$ cat config.mk
export PLATFORM = sky130hd
export DESIGN_NAME = commit_buffer
export DESIGN_NICKNAME = d
export VERILOG_FILES = /design/src/rtl/commit_buffer_pkg.sv /design/src/rtl/commit_buffer_fifo.sv /design/src/rtl/commit_buffer.sv
export SDC_FILE = /design/constraint.sdc
export NUM_CORES = 1
export LEC_CHECK = 0
export BUFFER_PORTS_ARGS = -buffer_cell sky130_fd_sc_hd__buf_2
export CAP_MARGIN = 20
export CORE_UTILIZATION = 59
export CTS_BUF_LIST = sky130_fd_sc_hd__clkbuf_2
export DETAILED_ROUTE_END_ITERATION = 8
export PLACE_DENSITY = 0.84
export SLEW_MARGIN = 40
export SYNTH_ARGS = -nofsm -noshare
export SYNTH_HDL_FRONTEND = slang
export SYNTH_SLANG_ARGS = --single-unit
$ cat constraint.sdc
create_clock -name clock -period 7.06 [get_ports clock]
set_input_delay 0.353 -clock clock [delete_from_list [all_inputs] [get_ports clock]]
set_output_delay 0.353 -clock clock [all_outputs]
set_load 0.05 [all_outputs]
$ cat src/rtl/commit_buffer_pkg.sv
// Shared definitions for the commit buffer.
// Holds the default sizes, the pointer-width helper and the bit layout of one
// queued entry. An entry is a flat vector, LSB first:
//   csr_wdata | csr_waddr | csr_wena | wdata | waddr | wena | inst | pc
// so pc occupies the most significant XLEN bits.
package commit_buffer_pkg;

    localparam int CB_DEPTH  = 4;
    localparam int CB_XLEN   = 32;
    localparam int CB_REG_AW = 5;

    // Head/tail pointer width for the default depth.
    localparam int CB_PTR_W = $clog2(CB_DEPTH);

    // Pointer width for an arbitrary power-of-two depth (at least one bit).
    function automatic int ptr_w(input int depth);
        return (depth > 1) ? $clog2(depth) : 1;
    endfunction

    function automatic int off_csr_wdata(input int xlen);
        return 0;
    endfunction

    function automatic int off_csr_waddr(input int xlen);
        return xlen;
    endfunction

    function automatic int off_csr_wena(input int xlen);
        return 2 * xlen;
    endfunction

    function automatic int off_wdata(input int xlen);
        return 2 * xlen + 1;
    endfunction

    function automatic int off_waddr(input int xlen);
        return 3 * xlen + 1;
    endfunction

    function automatic int off_wena(input int xlen, input int aw);
        return 3 * xlen + 1 + aw;
    endfunction

    function automatic int off_inst(input int xlen, input int aw);
        return 3 * xlen + 2 + aw;
    endfunction

    function automatic int off_pc(input int xlen, input int aw);
        return 4 * xlen + 2 + aw;
    endfunction

    function automatic int entry_w(input int xlen, input int aw);
        return 5 * xlen + 2 + aw;
    endfunction

endpackage

$ cat src/rtl/commit_buffer_fifo.sv
// In-order entry storage for the commit buffer.
// Ports:
//   clock, reset        clock and asynchronous active-low reset
//   push, pop, flush    write tail / release head / discard everything
//   push_entry          packed entry written at the tail on push
//   head_entry          packed head entry, all zero while empty
//   count               occupancy (0..DEPTH)
//   entry_valid/wena/waddr  per-slot view used by the hazard scoreboard
// push and pop are never issued together with flush by the top level; flush
// still takes priority here so the storage stays self-consistent.
module commit_buffer_fifo
    import commit_buffer_pkg::*;
#(
    parameter  int DEPTH  = CB_DEPTH,
    parameter  int XLEN   = CB_XLEN,
    parameter  int REG_AW = CB_REG_AW,
    localparam int EW     = entry_w(XLEN, REG_AW),
    localparam int PW     = ptr_w(DEPTH),
    localparam int CW     = PW + 1
) (
    input  logic                         clock,
    input  logic                         reset,
    input  logic                         push,
    input  logic                         pop,
    input  logic                         flush,
    input  logic [EW-1:0]                push_entry,
    output logic [EW-1:0]                head_entry,
    output logic [CW-1:0]                count,
    output logic [DEPTH-1:0]             entry_valid,
    output logic [DEPTH-1:0]             entry_wena,
    output logic [DEPTH-1:0][REG_AW-1:0] entry_waddr
);

    localparam int OFF_WENA  = off_wena(XLEN, REG_AW);
    localparam int OFF_WADDR = off_waddr(XLEN);

    logic [EW-1:0]    mem [DEPTH];
    logic [PW-1:0]    head;
    logic [PW-1:0]    tail;
    logic [DEPTH-1:0] valid;

    // Pointers wrap modulo DEPTH by natural overflow; count tells full from empty.
    always_ff @(posedge clock or negedge reset) begin
        if (!reset) begin
            head  <= '0;
            tail  <= '0;
            count <= '0;
            valid <= '0;
        end else if (flush) begin
            head  <= '0;
            tail  <= '0;
            count <= '0;
            valid <= '0;
        end else begin
            if (push) begin
                tail        <= tail + PW'(1);
                valid[tail] <= 1'b1;
            end
            if (pop) begin
                head        <= head + PW'(1);
                valid[head] <= 1'b0;
            end
            case ({push, pop})
                2'b10:   count <= count + CW'(1);
                2'b01:   count <= count - CW'(1);
                default: count <= count;
            endcase
        end
    end

    // Payload storage needs no reset: valid bits and count gate every use.
    always_ff @(posedge clock) begin
        if (push && !flush) begin
            mem[tail] <= push_entry;
        end
    end

    assign head_entry  = (count != '0) ? mem[head] : '0;
    assign entry_valid = valid;

    for (genvar i = 0; i < DEPTH; i++) begin : g_slot
        assign entry_wena[i]  = mem[i][OFF_WENA];
        assign entry_waddr[i] = mem[i][OFF_WADDR +: REG_AW];
    end

endmodule

$ cat src/rtl/commit_buffer.sv
// Commit stage: DEPTH-entry in-order queue between the memory stage and the
// GPR / CSR write ports, with a pending-write scoreboard for decode and a
// retired-instruction counter.
// Ports:
//   clock, reset                 clock and asynchronous active-low reset
//   valid_pre_i / ready_pre_o    upstream entry handshake
//   pc_i, inst_i, wsel_i, wena_i, waddr_i, alu_result_i, mem_result_i,
//   csr_wena_i, csr_waddr_i, csr_wdata_i   entry payload
//   wb_ready_i                   writeback accepts a retire this cycle
//   flush_i                      discard all queued entries
//   rs1_i/rs2_i -> rs1_pending_o/rs2_pending_o   decode hazard lookup
//   commit_* , wena_o, waddr_o, wdata_o, csr_*_o  head entry / retire strobes
//   instret_o                    retired instruction count (64-bit, wraps)
//   count_o                      occupancy
// Handshake: an entry transfers on a rising edge where valid_pre_i and
// ready_pre_o are both high; ready_pre_o depends only on occupancy and
// flush_i, never on valid_pre_i, and a full buffer does not accept even when
// the head retires in the same cycle.
module commit_buffer
    import commit_buffer_pkg::*;
#(
    parameter  int DEPTH  = CB_DEPTH,
    parameter  int XLEN   = CB_XLEN,
    parameter  int REG_AW = CB_REG_AW,
    localparam int CW     = ptr_w(DEPTH) + 1
) (
    input  logic              clock,
    input  logic              reset,
    input  logic              valid_pre_i,
    output logic              ready_pre_o,
    input  logic [XLEN-1:0]   pc_i,
    input  logic [XLEN-1:0]   inst_i,
    input  logic              wsel_i,
    input  logic              wena_i,
    input  logic [REG_AW-1:0] waddr_i,
    input  logic [XLEN-1:0]   alu_result_i,
    input  logic [XLEN-1:0]   mem_result_i,
    input  logic              csr_wena_i,
    input  logic [XLEN-1:0]   csr_waddr_i,
    input  logic [XLEN-1:0]   csr_wdata_i,
    input  logic              wb_ready_i,
    input  logic              flush_i,
    input  logic [REG_AW-1:0] rs1_i,
    input  logic [REG_AW-1:0] rs2_i,
    output logic              rs1_pending_o,
    output logic              rs2_pending_o,
    output logic              commit_valid_o,
    output logic [XLEN-1:0]   commit_pc_o,
    output logic [XLEN-1:0]   commit_inst_o,
    output logic              wena_o,
    output logic [REG_AW-1:0] waddr_o,
    output logic [XLEN-1:0]   wdata_o,
    output logic              csr_wena_o,
    output logic [XLEN-1:0]   csr_waddr_o,
    output logic [XLEN-1:0]   csr_wdata_o,
    output logic [63:0]       instret_o,
    output logic [CW-1:0]     count_o
);

    localparam int EW = entry_w(XLEN, REG_AW);

    logic [EW-1:0]                push_entry;
    logic [EW-1:0]                head_entry;
    logic [CW-1:0]                count;
    logic [DEPTH-1:0]             entry_valid;
    logic [DEPTH-1:0]             entry_wena;
    logic [DEPTH-1:0][REG_AW-1:0] entry_waddr;
    logic [XLEN-1:0]              wdata_sel;
    logic                         push;
    logic                         retire;
    logic                         head_wena;
    logic                         head_csr_wena;
    logic                         rs1_hit;
    logic                         rs2_hit;

    // Write data is resolved once, at enqueue, so the queue stores one value.
    assign wdata_sel  = wsel_i ? mem_result_i : alu_result_i;
    assign push_entry = {pc_i, inst_i, wena_i, waddr_i, wdata_sel,
                         csr_wena_i, csr_waddr_i, csr_wdata_i};

    assign ready_pre_o = (count != CW'(DEPTH)) && !flush_i;
    assign push        = valid_pre_i && ready_pre_o;
    assign retire      = (count != '0) && wb_ready_i && !flush_i;

    commit_buffer_fifo #(
        .DEPTH  (DEPTH),
        .XLEN   (XLEN),
        .REG_AW (REG_AW)
    ) u_fifo (
        .clock       (clock),
        .reset       (reset),
        .push        (push),
        .pop         (retire),
        .flush       (flush_i),
        .push_entry  (push_entry),
        .head_entry  (head_entry),
        .count       (count),
        .entry_valid (entry_valid),
        .entry_wena  (entry_wena),
        .entry_waddr (entry_waddr)
    );

    // head_entry is already zero while empty, so the data outputs follow it.
    assign commit_pc_o   = head_entry[off_pc(XLEN, REG_AW) +: XLEN];
    assign commit_inst_o = head_entry[off_inst(XLEN, REG_AW) +: XLEN];
    assign head_wena     = head_entry[off_wena(XLEN, REG_AW)];
    assign waddr_o       = head_entry[off_waddr(XLEN) +: REG_AW];
    assign wdata_o       = head_entry[off_wdata(XLEN) +: XLEN];
    assign head_csr_wena = head_entry[off_csr_wena(XLEN)];
    assign csr_waddr_o   = head_entry[off_csr_waddr(XLEN) +: XLEN];
    assign csr_wdata_o   = head_entry[off_csr_wdata(XLEN) +: XLEN];

    assign commit_valid_o = retire;
    // x0 writes retire normally but never strobe the register file.
    assign wena_o         = retire && head_wena && (waddr_o != '0);
    assign csr_wena_o     = retire && head_csr_wena;
    assign count_o        = count;

    // The retiring head is still valid this cycle, so it still reports pending.
    always_comb begin
        rs1_hit = 1'b0;
        rs2_hit = 1'b0;
        for (int i = 0; i < DEPTH; i++) begin
            if (entry_valid[i] && entry_wena[i] && (entry_waddr[i] == rs1_i)) begin
                rs1_hit = 1'b1;
            end
            if (entry_valid[i] && entry_wena[i] && (entry_waddr[i] == rs2_i)) begin
                rs2_hit = 1'b1;
            end
        end
    end

    assign rs1_pending_o = rs1_hit && (rs1_i != '0);
    assign rs2_pending_o = rs2_hit && (rs2_i != '0);

    always_ff @(posedge clock or negedge reset) begin
        if (!reset) begin
            instret_o <= '0;
        end else if (retire) begin
            instret_o <= instret_o + 64'd1;
        end
    end

endmodule

==> run summary <==
The first global-routing pass estimated 126000 um of wire. During synthesis, Yosys emitted a total of 0 warnings. The worst hold path begins at csr_wdata_i[28]. Number of detailed-route iterations in the first pass: 5. The accumulated negative setup slack was 0 ps; the flop and latch count out of synthesis was 743.

The worst setup path is captured at an output pin. The fmax was 201.4 MHz. Summing every instance area after synthesis gives 0.02964 sq mm. Cells fill 78.16% of the core in the end. Clock tree synthesis inserted a total of 178 buffers. For the worst-skew pair, the clock arrives at the later sink with an insertion delay of 1540 ps. The run gives 0.03850 sq mm as the final standard cell area without fillers. Cells with a size suffix above 1 make up 36.36% of the layout.

The endpoint identified for the worst register-to-register timing path is u_fifo.mem[1][26]. The initial utilization of the core area, before any placement, comes to 60.18%. In this run, the number of DRC markers left after iteration 0 of detailed routing was 1995.

Summed over all layers, the routed wires come to 84950 um. The worst hold-check path type was in -> reg. The run gives 0.05114 sq mm as the die footprint. In this run the critical register-to-register path is launched from u_fifo.count[0].

Final setup skew: 192.1 ps. Sorting the synthesized cells by area gives the leading types as sky130_fd_sc_hd__edfxtp_1, sky130_fd_sc_hd__mux4_2, sky130_fd_sc_hd__dfrtp_1. TritonCTS built the clock tree.

For the pin with the worst max-slew slack, the measured transition is 965.2 ps. The synthesized netlist cell count is 1513, and the placement-stage cell area is 0.03267 sq mm. After floorplanning, the core was sized to cover 0.04925 sq mm. Summing the sequential cell areas from Yosys gives 74.00% of the chip area. The total count of max-transition violations in the final report came out at 0.

Counting instances in the post-synthesis netlist gives the leading cell types as sky130_fd_sc_hd__edfxtp_1, sky130_fd_sc_hd__and2_1, sky130_fd_sc_hd__mux4_2, sky130_fd_sc_hd__dfrtp_1, sky130_fd_sc_hd__xor2_1. The vertical die dimension came out at 226.1 um. The number of nets handed over by synthesis was 1738. Across the VDD grid, the largest voltage drop is 275.4 uV. The synthesized area per cell was 19.59 sq um. The distinct cell type count of the synthesized netlist was 42. Yosys instantiated no cell more often than sky130_fd_sc_hd__edfxtp_1. The most instantiated flip-flop cell in the synthesis netlist was sky130_fd_sc_hd__edfxtp_1. Initial antenna violation count: 6.

The number of rows in the core area came out at 81. The total congestion overflow was 0. Along the worst hold path, the cell count comes to 3. The critical path contains buffers and inverters numbering 2 combined. Cell type with the highest aggregate area in the netlist: sky130_fd_sc_hd__edfxtp_1. The relative slew slack came out at 35.65%. The run finished with clean final reports.

Number of clock sinks: 743. The logs give 20785 for the via count of the first global-routing pass and 19545 for the detailed-route via count. The family of cells with the greatest summed delay on the critical path is flip-flops.

The highest fanout seen on the critical path is 82. The cell with the largest stage delay on the worst path was sky130_fd_sc_hd__dfrtp_4. Using the TritonRoute via totals, the vias-per-cell ratio works out to 5.876.

The largest buffer count on any clock path is 3. The share of async-settable or async-resettable flops after synthesis came out at 10.09%. In the final design database the tool counted 2724 nets. The worst path uses 70.32% of the clock period.

The worst setup path is of the reg -> out kind. The pin count of the biggest net entering global routing came out at 90. The wire length per cell after detailed routing is 25.54 um. STA classifies the critical path startpoint as a flip-flop. Port buffering added 452 buffers. Die span in x: 226.1 um. The detailed-route DRC error count is 0. The run gives 0 as the hold violation total from the final report.

Setup repair after global routing left no endpoint under its margin. The clock-pin slew on the worst setup and hold paths is 240 ps. The congestion estimate from routability-driven global placement came to 0.9172. The tools report the clock root buffer master as sky130_fd_sc_hd__clkbuf_2. Across all register-to-register paths, the minimum setup slack is 3610 ps. The H-tree was split into 4 levels. The count of flip-flops with a built-in enable after synthesis was 668; the standby leakage power was 0.01469 uW. The depth of the worst register-to-register path came out at 6. The critical path's largest stage delay was 900 ps; the time the final worst path needs with I/O delays and setup was 4964 ps. Counting buffers and inverters, the worst setup path is 6 cells deep. Cell area power density: 346.0 mW/mm^2. The tool flagged a number of max-cap violations equal to 0. The I/O pin count is 453, and the post-cts resize count is 0. The tools report the remaining number of nets flagged by the antenna check after routing as 0. Number of setup violations in the final report: 0.

Total global-route track usage: 33.92%. The wire-length estimate of the detail-placed layout is 41230 um. Summed over its instances, the top area cell type makes up 67.67% of the synthesized netlist area.

The signal on the critical path passes through buf_12 -> mux4_2 -> and2_1 -> or4_1 -> o211a_1 -> buf_2. Data on the critical path arrives at its endpoint at 4610 ps. For the worst setup path, the data required time is 6710 ps. The area growth from synthesis to layout is 29.88%. The worst min-delay path endpoint was u_fifo.mem[2][28].
-- state kept, by name, indices dropped and copies added, names as in the netlist --
signal              count
u_fifo.tail             2
instret_o              64
u_fifo.entry_valid      4
u_fifo.count            3
u_fifo.head             2
u_fifo.mem            668
-- timing repair --
action / in CTS / in global routing
hold buffers: 412 / 0
hold endpoints to repair: 950 / 0
setup buffers: 0 / 0
-- where the power goes --
group	total, uW	internal (uW)	switching, uW
combinational	5090	1580	3520
clock	2970	1050	1920
sequential	5260	5080	179
total	13300	7700	5620
-- routing by layer --
metal | wire [um] | global-route usage (%) | up-vias | part of all wire (%)
li1 | - | - | 8068 | -
met1 | 29140 | 40.34 | 9779 | 34
met2 | 43780 | 56.77 | 1447 | 52
met3 | 8162 | 9.238 | 249 | 9.6
met4 | 3850 | 17.83 | 2 | 4.5
met5 | 13 | 0 | - | 0.015
-- final cells by class --
class | count | area [sq um]
Antenna cell | 11 | 27.53
Clock buffer | 259 | 1296
Clock inverter | 73 | 356.6
Fill cell | 2533 | 10760
Inverter | 11 | 41.29
Multi-Input combinational cell | 683 | 7371
Sequential cell | 743 | 21940
Tap cell | 664 | 830.8
Timing Repair Buffer | 882 | 6633
-- worst max-delay path by stage --
| stage | start | endpoint | slack (ps) |
|---|---|---|---|
| after floorplan | u_fifo.count[0] | u_fifo.mem[0][0] | 1150 |
| after global placement | u_fifo.head[0] | wena_o | 3390 |
| after detailed placement | u_fifo.head[0] | wena_o | 3430 |
| after CTS | u_fifo.head[0] | wena_o | 1870 |
| after global routing | u_fifo.head[0] | wena_o | 1750 |
| final | u_fifo.head[0] | wena_o | 2100 |
-- logic make-up after synthesis --
family | after synthesis | synth area share (%)
AOI/OAI and AO/OA | 14 | 0.3377
DFF | 743 | 74.00
xor gates and xnor gates | 106 | 3.132
buffers and inverters | 87 | 1.182
muxes | 200 | 13.94
and+or+nand+nor | 353 | 6.961
adders and majority gates | 10 | 0.4474
-- worst register-to-register path, cell delays in order, from the launching register on --
cell and delay, ps:
sky130_fd_sc_hd__dfrtp_1 470, sky130_fd_sc_hd__nor2_1 100, sky130_fd_sc_hd__a211oi_1 240, sky130_fd_sc_hd__dlygate4sd3_1 590
sky130_fd_sc_hd__buf_4 210, sky130_fd_sc_hd__and2_4 680, sky130_fd_sc_hd__buf_4 780
-- metrics by stage --
step	instances	hold WS (ps)	power (uW)	setup slack, ps
6_report	3326	219.8	13320	2096
3_3_place_gp	2568	382.6	10030	3394
2_1_floorplan	1513	57.41	8908	1154
5_1_grt	3322	140.3	13800	1753
3_5_place_dp	2570	394.7	10100	3431
4_1_cts	3314	90.11	13040	1870
-- placed cells by master (no fill, tap or decap), types with 3 or more instances in the layout --
master and instances:
sky130_fd_sc_hd__clkbuf_2 259, sky130_fd_sc_hd__inv_6 3, sky130_fd_sc_hd__diode_2 11, sky130_fd_sc_hd__buf_6 5, sky130_fd_sc_hd__and4_1 3, sky130_fd_sc_hd__nor3_1 12, sky130_fd_sc_hd__nor3_2 3, sky130_fd_sc_hd__inv_2 3
sky130_fd_sc_hd__inv_1 10, sky130_fd_sc_hd__dfrtp_1 73, sky130_fd_sc_hd__clkinv_1 54, sky130_fd_sc_hd__and2_1 170, sky130_fd_sc_hd__edfxtp_1 668, sky130_fd_sc_hd__a21oi_1 3, sky130_fd_sc_hd__clkinvlp_4 3, sky130_fd_sc_hd__nor2_1 32
sky130_fd_sc_hd__ha_1 9, sky130_fd_sc_hd__clkinv_2 6, sky130_fd_sc_hd__xnor2_1 35, sky130_fd_sc_hd__nand4_1 22, sky130_fd_sc_hd__nand2_1 35, sky130_fd_sc_hd__a211oi_1 5, sky130_fd_sc_hd__buf_4 7, sky130_fd_sc_hd__or4_1 4
sky130_fd_sc_hd__clkinv_4 3, sky130_fd_sc_hd__and2_4 4, sky130_fd_sc_hd__nor4_1 17, sky130_fd_sc_hd__buf_2 452, sky130_fd_sc_hd__mux4_2 167, sky130_fd_sc_hd__buf_12 6, sky130_fd_sc_hd__mux2_2 32, sky130_fd_sc_hd__dlygate4sd3_1 411
sky130_fd_sc_hd__xor2_1 71, sky130_fd_sc_hd__and3_1 11, sky130_fd_sc_hd__nand3_1 27
Power figures use the tool's default switching activity.
